File: src/rtl/serialize_word_to_bits_if.sv
// Handshake bundle for the word-to-bit serializer: a parallel word input
// and a serial bit output with an end-of-word marker.
interface serialize_word_to_bits_if #(
  parameter int WIDTH = 8
);
  logic             in_valid;
  logic             in_ready;
  logic [WIDTH-1:0] in_data;
  logic             out_valid;
  logic             out_bit;
  logic             out_last;

  modport master (
    output in_valid,
    output in_data,
    input  in_ready,
    input  out_valid,
    input  out_bit,
    input  out_last
  );

  modport slave (
    input  in_valid,
    input  in_data,
    output in_ready,
    output out_valid,
    output out_bit,
    output out_last
  );
endinterface

File: src/rtl/serialize_word_to_bits.sv
// Serializes WIDTH-bit words into a one-bit-per-clock stream. A single holding
// register lets the next word queue up so back-to-back words come out gapless.
module serialize_word_to_bits #(
  parameter int WIDTH     = 8,
  parameter bit MSB_FIRST = 1'b1,
  parameter bit IDLE_BIT  = 1'b0
) (
  input logic                    clk,
  input logic                    rst,
  serialize_word_to_bits_if.slave bus
);
  localparam int            CW   = $clog2(WIDTH);
  localparam logic [CW-1:0] LAST = CW'(WIDTH - 1);

  typedef enum logic {
    IDLE,
    SHIFT
  } state_t;

  state_t           state, state_nxt;
  logic [WIDTH-1:0] shift_reg, shift_nxt;
  logic [WIDTH-1:0] hold_reg, hold_nxt;
  logic [CW-1:0]    cnt, cnt_nxt;
  logic             hold_full, hold_full_nxt;
  logic             transfer;
  logic             at_last;
  logic             lead_bit;
  logic [WIDTH-1:0] shifted;

  // Outputs depend only on registered state, never on in_valid/in_data.
  assign bus.in_ready  = !hold_full;
  assign transfer      = bus.in_valid && !hold_full;
  assign at_last       = (cnt == LAST);
  assign lead_bit      = MSB_FIRST ? shift_reg[WIDTH-1] : shift_reg[0];
  assign shifted       = MSB_FIRST ? {shift_reg[WIDTH-2:0], 1'b0}
                                   : {1'b0, shift_reg[WIDTH-1:1]};
  assign bus.out_valid = (state == SHIFT);
  assign bus.out_last  = (state == SHIFT) && at_last;
  assign bus.out_bit   = (state == SHIFT) ? lead_bit : IDLE_BIT;

  always_comb begin
    state_nxt     = state;
    shift_nxt     = shift_reg;
    hold_nxt      = hold_reg;
    cnt_nxt       = cnt;
    hold_full_nxt = hold_full;
    case (state)
      IDLE: begin
        if (transfer) begin
          shift_nxt = bus.in_data;
          cnt_nxt   = '0;
          state_nxt = SHIFT;
        end
      end
      SHIFT: begin
        if (!at_last) begin
          shift_nxt = shifted;
          cnt_nxt   = cnt + CW'(1);
          if (transfer) begin
            hold_nxt      = bus.in_data;
            hold_full_nxt = 1'b1;
          end
        end else if (hold_full) begin
          // Held word takes priority; in_ready is low so no new word arrives now.
          shift_nxt     = hold_reg;
          hold_full_nxt = 1'b0;
          cnt_nxt       = '0;
        end else if (transfer) begin
          shift_nxt = bus.in_data;
          cnt_nxt   = '0;
        end else begin
          shift_nxt = '0;
          cnt_nxt   = '0;
          state_nxt = IDLE;
        end
      end
      default: begin
        state_nxt = IDLE;
      end
    endcase
  end

  always_ff @(posedge clk) begin
    if (rst) begin
      state     <= IDLE;
      shift_reg <= '0;
      hold_reg  <= '0;
      cnt       <= '0;
      hold_full <= 1'b0;
    end else begin
      state     <= state_nxt;
      shift_reg <= shift_nxt;
      hold_reg  <= hold_nxt;
      cnt       <= cnt_nxt;
      hold_full <= hold_full_nxt;
    end
  end
endmodule

File: src/flat_wrapper.sv
// flat-port wrapper written by rule: the top's interface ports become plain ports
module serialize_word_to_bits_flat 
#(
  parameter int WIDTH     = 8,
  parameter bit MSB_FIRST = 1'b1,
  parameter bit IDLE_BIT  = 1'b0
)
  (clk, rst, bus_in_valid, bus_in_data, bus_in_ready, bus_out_valid, bus_out_bit, bus_out_last);
  serialize_word_to_bits_if #(.WIDTH(WIDTH)) bus_i ();
  input logic clk;
  input logic rst;
  input wire logic [$bits(bus_i.in_valid)-1:0] bus_in_valid;
  input wire logic [$bits(bus_i.in_data)-1:0] bus_in_data;
  output wire logic [$bits(bus_i.in_ready)-1:0] bus_in_ready;
  output wire logic [$bits(bus_i.out_valid)-1:0] bus_out_valid;
  output wire logic [$bits(bus_i.out_bit)-1:0] bus_out_bit;
  output wire logic [$bits(bus_i.out_last)-1:0] bus_out_last;
  assign bus_i.in_valid = bus_in_valid;
  assign bus_i.in_data = bus_in_data;
  assign bus_in_ready = bus_i.in_ready;
  assign bus_out_valid = bus_i.out_valid;
  assign bus_out_bit = bus_i.out_bit;
  assign bus_out_last = bus_i.out_last;
  serialize_word_to_bits #(.WIDTH(WIDTH), .MSB_FIRST(MSB_FIRST), .IDLE_BIT(IDLE_BIT)) u_core (.clk(clk), .rst(rst), .bus(bus_i));
endmodule
File: config.mk
export PLATFORM = sky130hd
export DESIGN_NAME = serialize_word_to_bits_flat
export DESIGN_NICKNAME = d
export VERILOG_FILES = /design/src/rtl/serialize_word_to_bits_if.sv /design/src/rtl/serialize_word_to_bits.sv /design/src/flat_wrapper.sv
export SDC_FILE = /design/constraint.sdc
export NUM_CORES = 1
export LEC_CHECK = 0
export BUFFER_PORTS_ARGS = -buffer_cell sky130_fd_sc_hd__buf_2
export CAP_MARGIN = 20
export CORE_MARGIN = 2
export CORE_UTILIZATION = 30
export CTS_BUF_LIST = sky130_fd_sc_hd__clkbuf_4 sky130_fd_sc_hd__clkbuf_8
export DETAILED_ROUTE_END_ITERATION = 7
export SLEW_MARGIN = 10
export SYNTH_ARGS = -nofsm -noshare
export SYNTH_HDL_FRONTEND = slang
export SYNTH_SLANG_ARGS = --single-unit
export TNS_END_PERCENT = 1
File: constraint.sdc
create_clock -name clk -period 2.9 [get_ports clk]
set_input_delay 0.58 -clock clk [delete_from_list [all_inputs] [get_ports clk]]
set_output_delay 0.58 -clock clk [all_outputs]
set_load 0.03 [all_outputs]
=== Yosys cells after proc, flatten, opt, wreduce, memory -nomap -nowiden ===
Cells that the tools add are included.

* $add $sub $neg: 1
* $mul: 0
* Div/mod/pow operators: 0
* $lt $le $gt $ge: 0
* Equality and inequality tests: 2
* Shifts and indexed selects: 0
* Mux-type cells: 15
* Bitwise operators: 2
* Reduce and logical (&&, ||, !) cells: 6

{| class="wikitable"
|+ Operators by type and width
! cell !! count
|-
| 8-bit 2-to-1 mux || 4
|-
| 8-bit one-hot mux with 2 select lines || 1
|-
| 1-bit 2-to-1 mux || 6
|-
| 3-bit 2-to-1 mux || 2
|-
| 3-bit one-hot mux with 2 select lines || 1
|-
| 3-bit by 1-bit adder with 3-bit output (second input constant) || 1
|-
| 3-bit == test (second input constant) || 1
|-
| 3-bit AND reduction || 1
|-
| 1-bit logical AND || 2
|-
| 2-bit by 1-bit != test with 1-bit output (second input constant) || 1
|-
| 1-bit inverter || 2
|-
| 1-bit one-hot mux with 2 select lines || 1
|-
| 2-bit AND reduction || 1
|-
| 2-bit nonzero test || 1
|-
| 1-bit logical NOT || 1
|}

* Bits in registers: 21
* Latch bits: 0
* RAM bits: 0
* ROM bits: 0
* Input port bits: 11
* Output and inout port bits: 4
* Logic and storage cells: 31
* Memories kept: 0

=== Logic depth before layout (Yosys ltp) ===
* Depth in word-level cells: 6
* Mapped depth: 8
* Depth with buffers taken out: 6

=== Least setup slack after synthesis ===
Ideal clock, no wire load.

* Path kind: reg2out
* Start: register u_core.state, in the netlist u_core.bus.out_valid
* End: output port bus_out_bit
* Data arrival time: 1.234 ns
* Required time: 2.320 ns
* Path slack: 1.086 ns
* Cell stages (with the launch flop): 4
* Buffers on the path: 2
* Path through: dfxtp_1 > buf_2 > buf_2 > and2_1

* Longest elaborated chain between the ends: 1

{| class="wikitable"
|+ Ends and longest elaborated chain
! what !! line !! RTL
|-
| from (decl) || serialize_word_to_bits.sv:20 || <nowiki>state_t state, state_nxt;</nowiki>
|-
| from (signal assigned) || serialize_word_to_bits.sv:91 || <nowiki>state <= state_nxt;</nowiki>
|-
| 1-bit 2-to-1 mux || serialize_word_to_bits.sv:39 || <nowiki>assign bus.out_bit = (state == SHIFT) ? lead_bit : IDLE_BIT;</nowiki>
|-
| to (decl) || flat_wrapper.sv:16 || <nowiki>output wire logic [$bits(bus_i.out_bit)-1:0] bus_out_bit;</nowiki>
|}

Every way passes these cells.

=== Worst setup path after layout ===
* Start: register u_core.cnt[0]
* End: output port bus_out_last

* Longest elaborated chain between the ends: 2

{| class="wikitable"
|+ Ends and longest elaborated chain
! what !! line !! RTL
|-
| from (decl) || serialize_word_to_bits.sv:23 || <nowiki>logic [CW-1:0] cnt, cnt_nxt;</nowiki>
|-
| from (signal assigned) || serialize_word_to_bits.sv:94 || <nowiki>cnt <= cnt_nxt;</nowiki>
|-
| 3-bit == test || serialize_word_to_bits.sv:33 || <nowiki>assign at_last = (cnt == LAST);</nowiki>
|-
| 1-bit logical AND || serialize_word_to_bits.sv:38 || <nowiki>assign bus.out_last = (state == SHIFT) && at_last;</nowiki>
|-
| to (decl) || flat_wrapper.sv:17 || <nowiki>output wire logic [$bits(bus_i.out_last)-1:0] bus_out_last;</nowiki>
|}

Every way passes these cells.

==> results by group <==
Clock network
  – H-Tree Depth: 1
  – Clock latency at the later pin of the worst-skew pair: approximately 0.30 ns
  – CTS root buffer: clkbuf_4
  – CTS tree: done
  – Setup bufs post-CTS: 0
  – # hold bufs at CTS: 0
  – Total CTS buffers: 3
  – Clock Tree Buf Depth: 2
  – Post-CTS sizing: 0
  – Reg clk slew, reported paths: ~0.11 ns
  – # clock sinks: 21

Detailed routing
  – DRT Pass-1 Iters: 4
  – Drt drc: 0
  – Total wire length: 2.09 mm
  – DR vias: between 800 and 900
  – Antenna Nets Post-Route: 0
  – Initial drt markers: 25
  – Routed WL per cell: approximately 12 um
  – Via density: 4.70

Floorplan
  – Starting density of the core: a little under a third
  – Die area: about 0.004 sq mm
  – Ports: 15
  – # rows: 21
  – Die width: between 60 and 70 um
  – Core Footprint: 0.00331 sq mm
  – Die height: between 60 and 70 um

Logic synthesis
  – Mapped cell area: 0.00103 sq mm
  – Post-synth cell types: 26
  – YS warnings: 0
  – Leading area contributor after synthesis: dfxtp_1
  – Top-area cell type share of the netlist area: approximately two fifths
  – Top area cells in the synthesized netlist: dfxtp_1, mux2i_1, nand2_1
  – Sequential share of the synthesized area: 40.7%
  – Mapped Cells: 123
  – Syn nets: 137
  – Register bit count reported by yosys: 21
  – Mean area per synthesized cell: around 8.4 sq um

Worst setup path
  – Buf+Inv Stages, Crit Path: 2
  – Worst-case reg-to-reg path depth: 5
  – CP endpoint: bus_out_last
  – Reg2Reg Capture Point: u_core.shift_reg[3]
  – Crit-path cells: ha_1, ha_1, nand2_1, inv_1, buf_2
  – Delay-heaviest family, CP: adder cells
  – Critical path type: reg -> out
  – Worst Path Arrival: 1.75 ns
  – Critical path fanouts, max: 17
  – WP data required: about 2.3 ns
  – Critical R2R Launch: u_core.cnt[0]
  – Slowest stage delay, CP: between 0.4 and 0.5 ns
  – CP Capture Type: output port
  – Slowest cell on the critical path: ha_1
  – Crit-path most repeated cell: ha_1
  – Worst reg-to-reg setup slack: 1.12 ns
  – Crit path launch: u_core.cnt[0]
  – Critical Path Source Type: flop
  – Levels on crit path: 5

Global routing
  – First-pass GRT wire length: roughly 3.6 mm
  – Initial antenna violation count: 0
  – Tot GR Track Use: a little under an eighth
  – Largest net degree at the start of global routing: 22
  – Number of global-route vias before repair: 789
  – Grt total ovfl: 0

Timing
  – Worst-case clock skew: between 0.004 and 0.005 ns
  – Setup Viol. Count Final: 0
  – Tcrit/Tclk final: roughly 80%
  – Worst Tran Pin Value: 0.678 ns
  – Slew headroom: between 50% and 60%
  – Fmax: approximately 0.43 GHz
  – Unrepaired setup endpoints after global routing: no
  – Final WS setup: roughly 0.57 ns
  – Final hold violations: 0
  – Setup_tns: 0 ns
  – Final min period: approximately 2.3 ns
  – Final Max Tran Viols: 0

Placement
  – Final HPWL DP: between 1 and 1.5 mm
  – Dpl ws: a little under 0.9 ns
  – Cells after DPL: around 170
  – # port buffers: 14
  – Final Wtd Congestion: between 0.7 and 0.8
  – DP Area: roughly 0.0011 sq mm

Layout
  – Layout area overhead: 9.20%
  – N_diodes: 0
  – Fin util: 34.1%
  – Fin cells: between 150 and 200
  – Nets: 147
  – Share of layout cells above drive strength 1: between 15 and 20%
  – Post-Layout Inst Area: approximately 0.0011 sq mm

Run status
  – Status: finished clean

Power
  – Pleak: ~0.43 nW
  – Worst ir drop on vdd: 0.000130 V
  – PD cells: ~480 mW/mm^2

Run
  – Maxcap violations: 0

Hold path
  – Hold Path Class: reg -> reg
## placed cells by master, fill, tap and decap left out, drive strengths merged
master,instances
and2,1
nand2b,1
a31oi,7
ha,3
dfxtp,21
nor2b,1
nand3,7
buf,14
o211ai,7
o21ai,7
nor3,1
a21oi,3
a22oi,2
o22ai,1
nand2,16
and2b,1
inv,10
nor2,13
a32oi,1
clkbuf,4
and3,1
mux2i,9
nor3b,1
## kinds of logic (layout without fill, tap and decap cells)
| family | Yosys count | count (layout) | share of synthesized area, % |
|---|---|---|---|
| compound gates | 28 | 28 | 17.1 |
| fa+ha+maj | 3 | 3 | 3.63 |
| buf+inv | 19 | 28 | 9.69 |
| flops | 21 | 21 | 40.7 |
| mux | 9 | 9 | 8.72 |
| simple gates | 43 | 43 | 20.2 |
## worst min-delay path by stage
| stage | start | to | slack [ns] | depth (start not counted) |
|---|---|---|---|---|
| 5_1_grt | u_core.shift_reg[7] | u_core.shift_reg[7] | 0.51 | 2 |
| 3_3_place_gp | u_core.shift_reg[7] | u_core.shift_reg[7] | 0.45 | 2 |
| 4_1_cts | u_core.shift_reg[7] | u_core.shift_reg[7] | 0.49 | 2 |
| 3_5_place_dp | u_core.shift_reg[7] | u_core.shift_reg[7] | 0.47 | 2 |
| 2_1_floorplan | u_core.shift_reg[7] | u_core.shift_reg[7] | 0.44 | 2 |
| 6_report | u_core.shift_reg[7] | u_core.shift_reg[7] | 0.48 | 2 |
## layout make-up
class | instances | area (sq um)
Clock buffer | 4 | 30.0
Timing Repair Buffer | 14 | 70.1
Inverter | 10 | 37.5
Fill cell | 373 | 2180
Sequential cell | 21 | 420
Tap cell | 46 | 57.6
Multi-Input combinational cell | 83 | 513
## per-stage QoR
step                      total power [mW]  hold WS [ns]
after floorplan                      0.386         0.442
after global placement               0.403         0.450
after detailed placement             0.405         0.469
after CTS                            0.556         0.486
after global routing                 0.576         0.506
final                                0.546         0.482
## synthesized netlist by cell type
library cell   n
ha_1           3
buf_12         1
o211ai_1       7
nor2_4         1
nand2_1       16
o21ai_0        7
and2_1         1
nor3_1         1
dfxtp_1       21
buf_2          4
nor2b_4        1
clkbuf_1       2
and2b_1        1
a21oi_1        3
nand3_1        7
mux2i_1        9
a31oi_1        7
a32oi_1        1
buf_4          2
inv_1         10
a22oi_1        2
nand2b_1       1
and3_4         1
o22ai_1        1
nor2_1        12
nor3b_1        1
## power breakdown
group / total (mW) / internal, mW / leakage, nW / switching, mW
clock: 0.149 / 0.0629 / 0.0184 / 0.0857
combinational: 0.0745 / 0.0316 / 0.237 / 0.0430
sequential: 0.323 / 0.304 / 0.172 / 0.0189
total: 0.546 / 0.399 / 0.427 / 0.148
## per-layer routing
layer / share of wire, % / GRT usage, % / up-vias
met5: 0 / 0 / -
met4: 1.1 / 5.83 / 0
met3: 3.2 / 2.34 / 2
met2: 45 / 18.0 / 16
met1: 51 / 15.1 / 379
li1: - / - / 439
## tightest hold or removal path, delay by kind of cell (launching register included)
| family | cells | cell delay, ns |
|---|---|---|
| AO/OA/AOI/OAI | 1 | 0.06 |
| flip-flops | 1 | 0.33 |
| AND/OR/NAND/NOR | 1 | 0.05 |
Power figures use the tool's default switching activity.
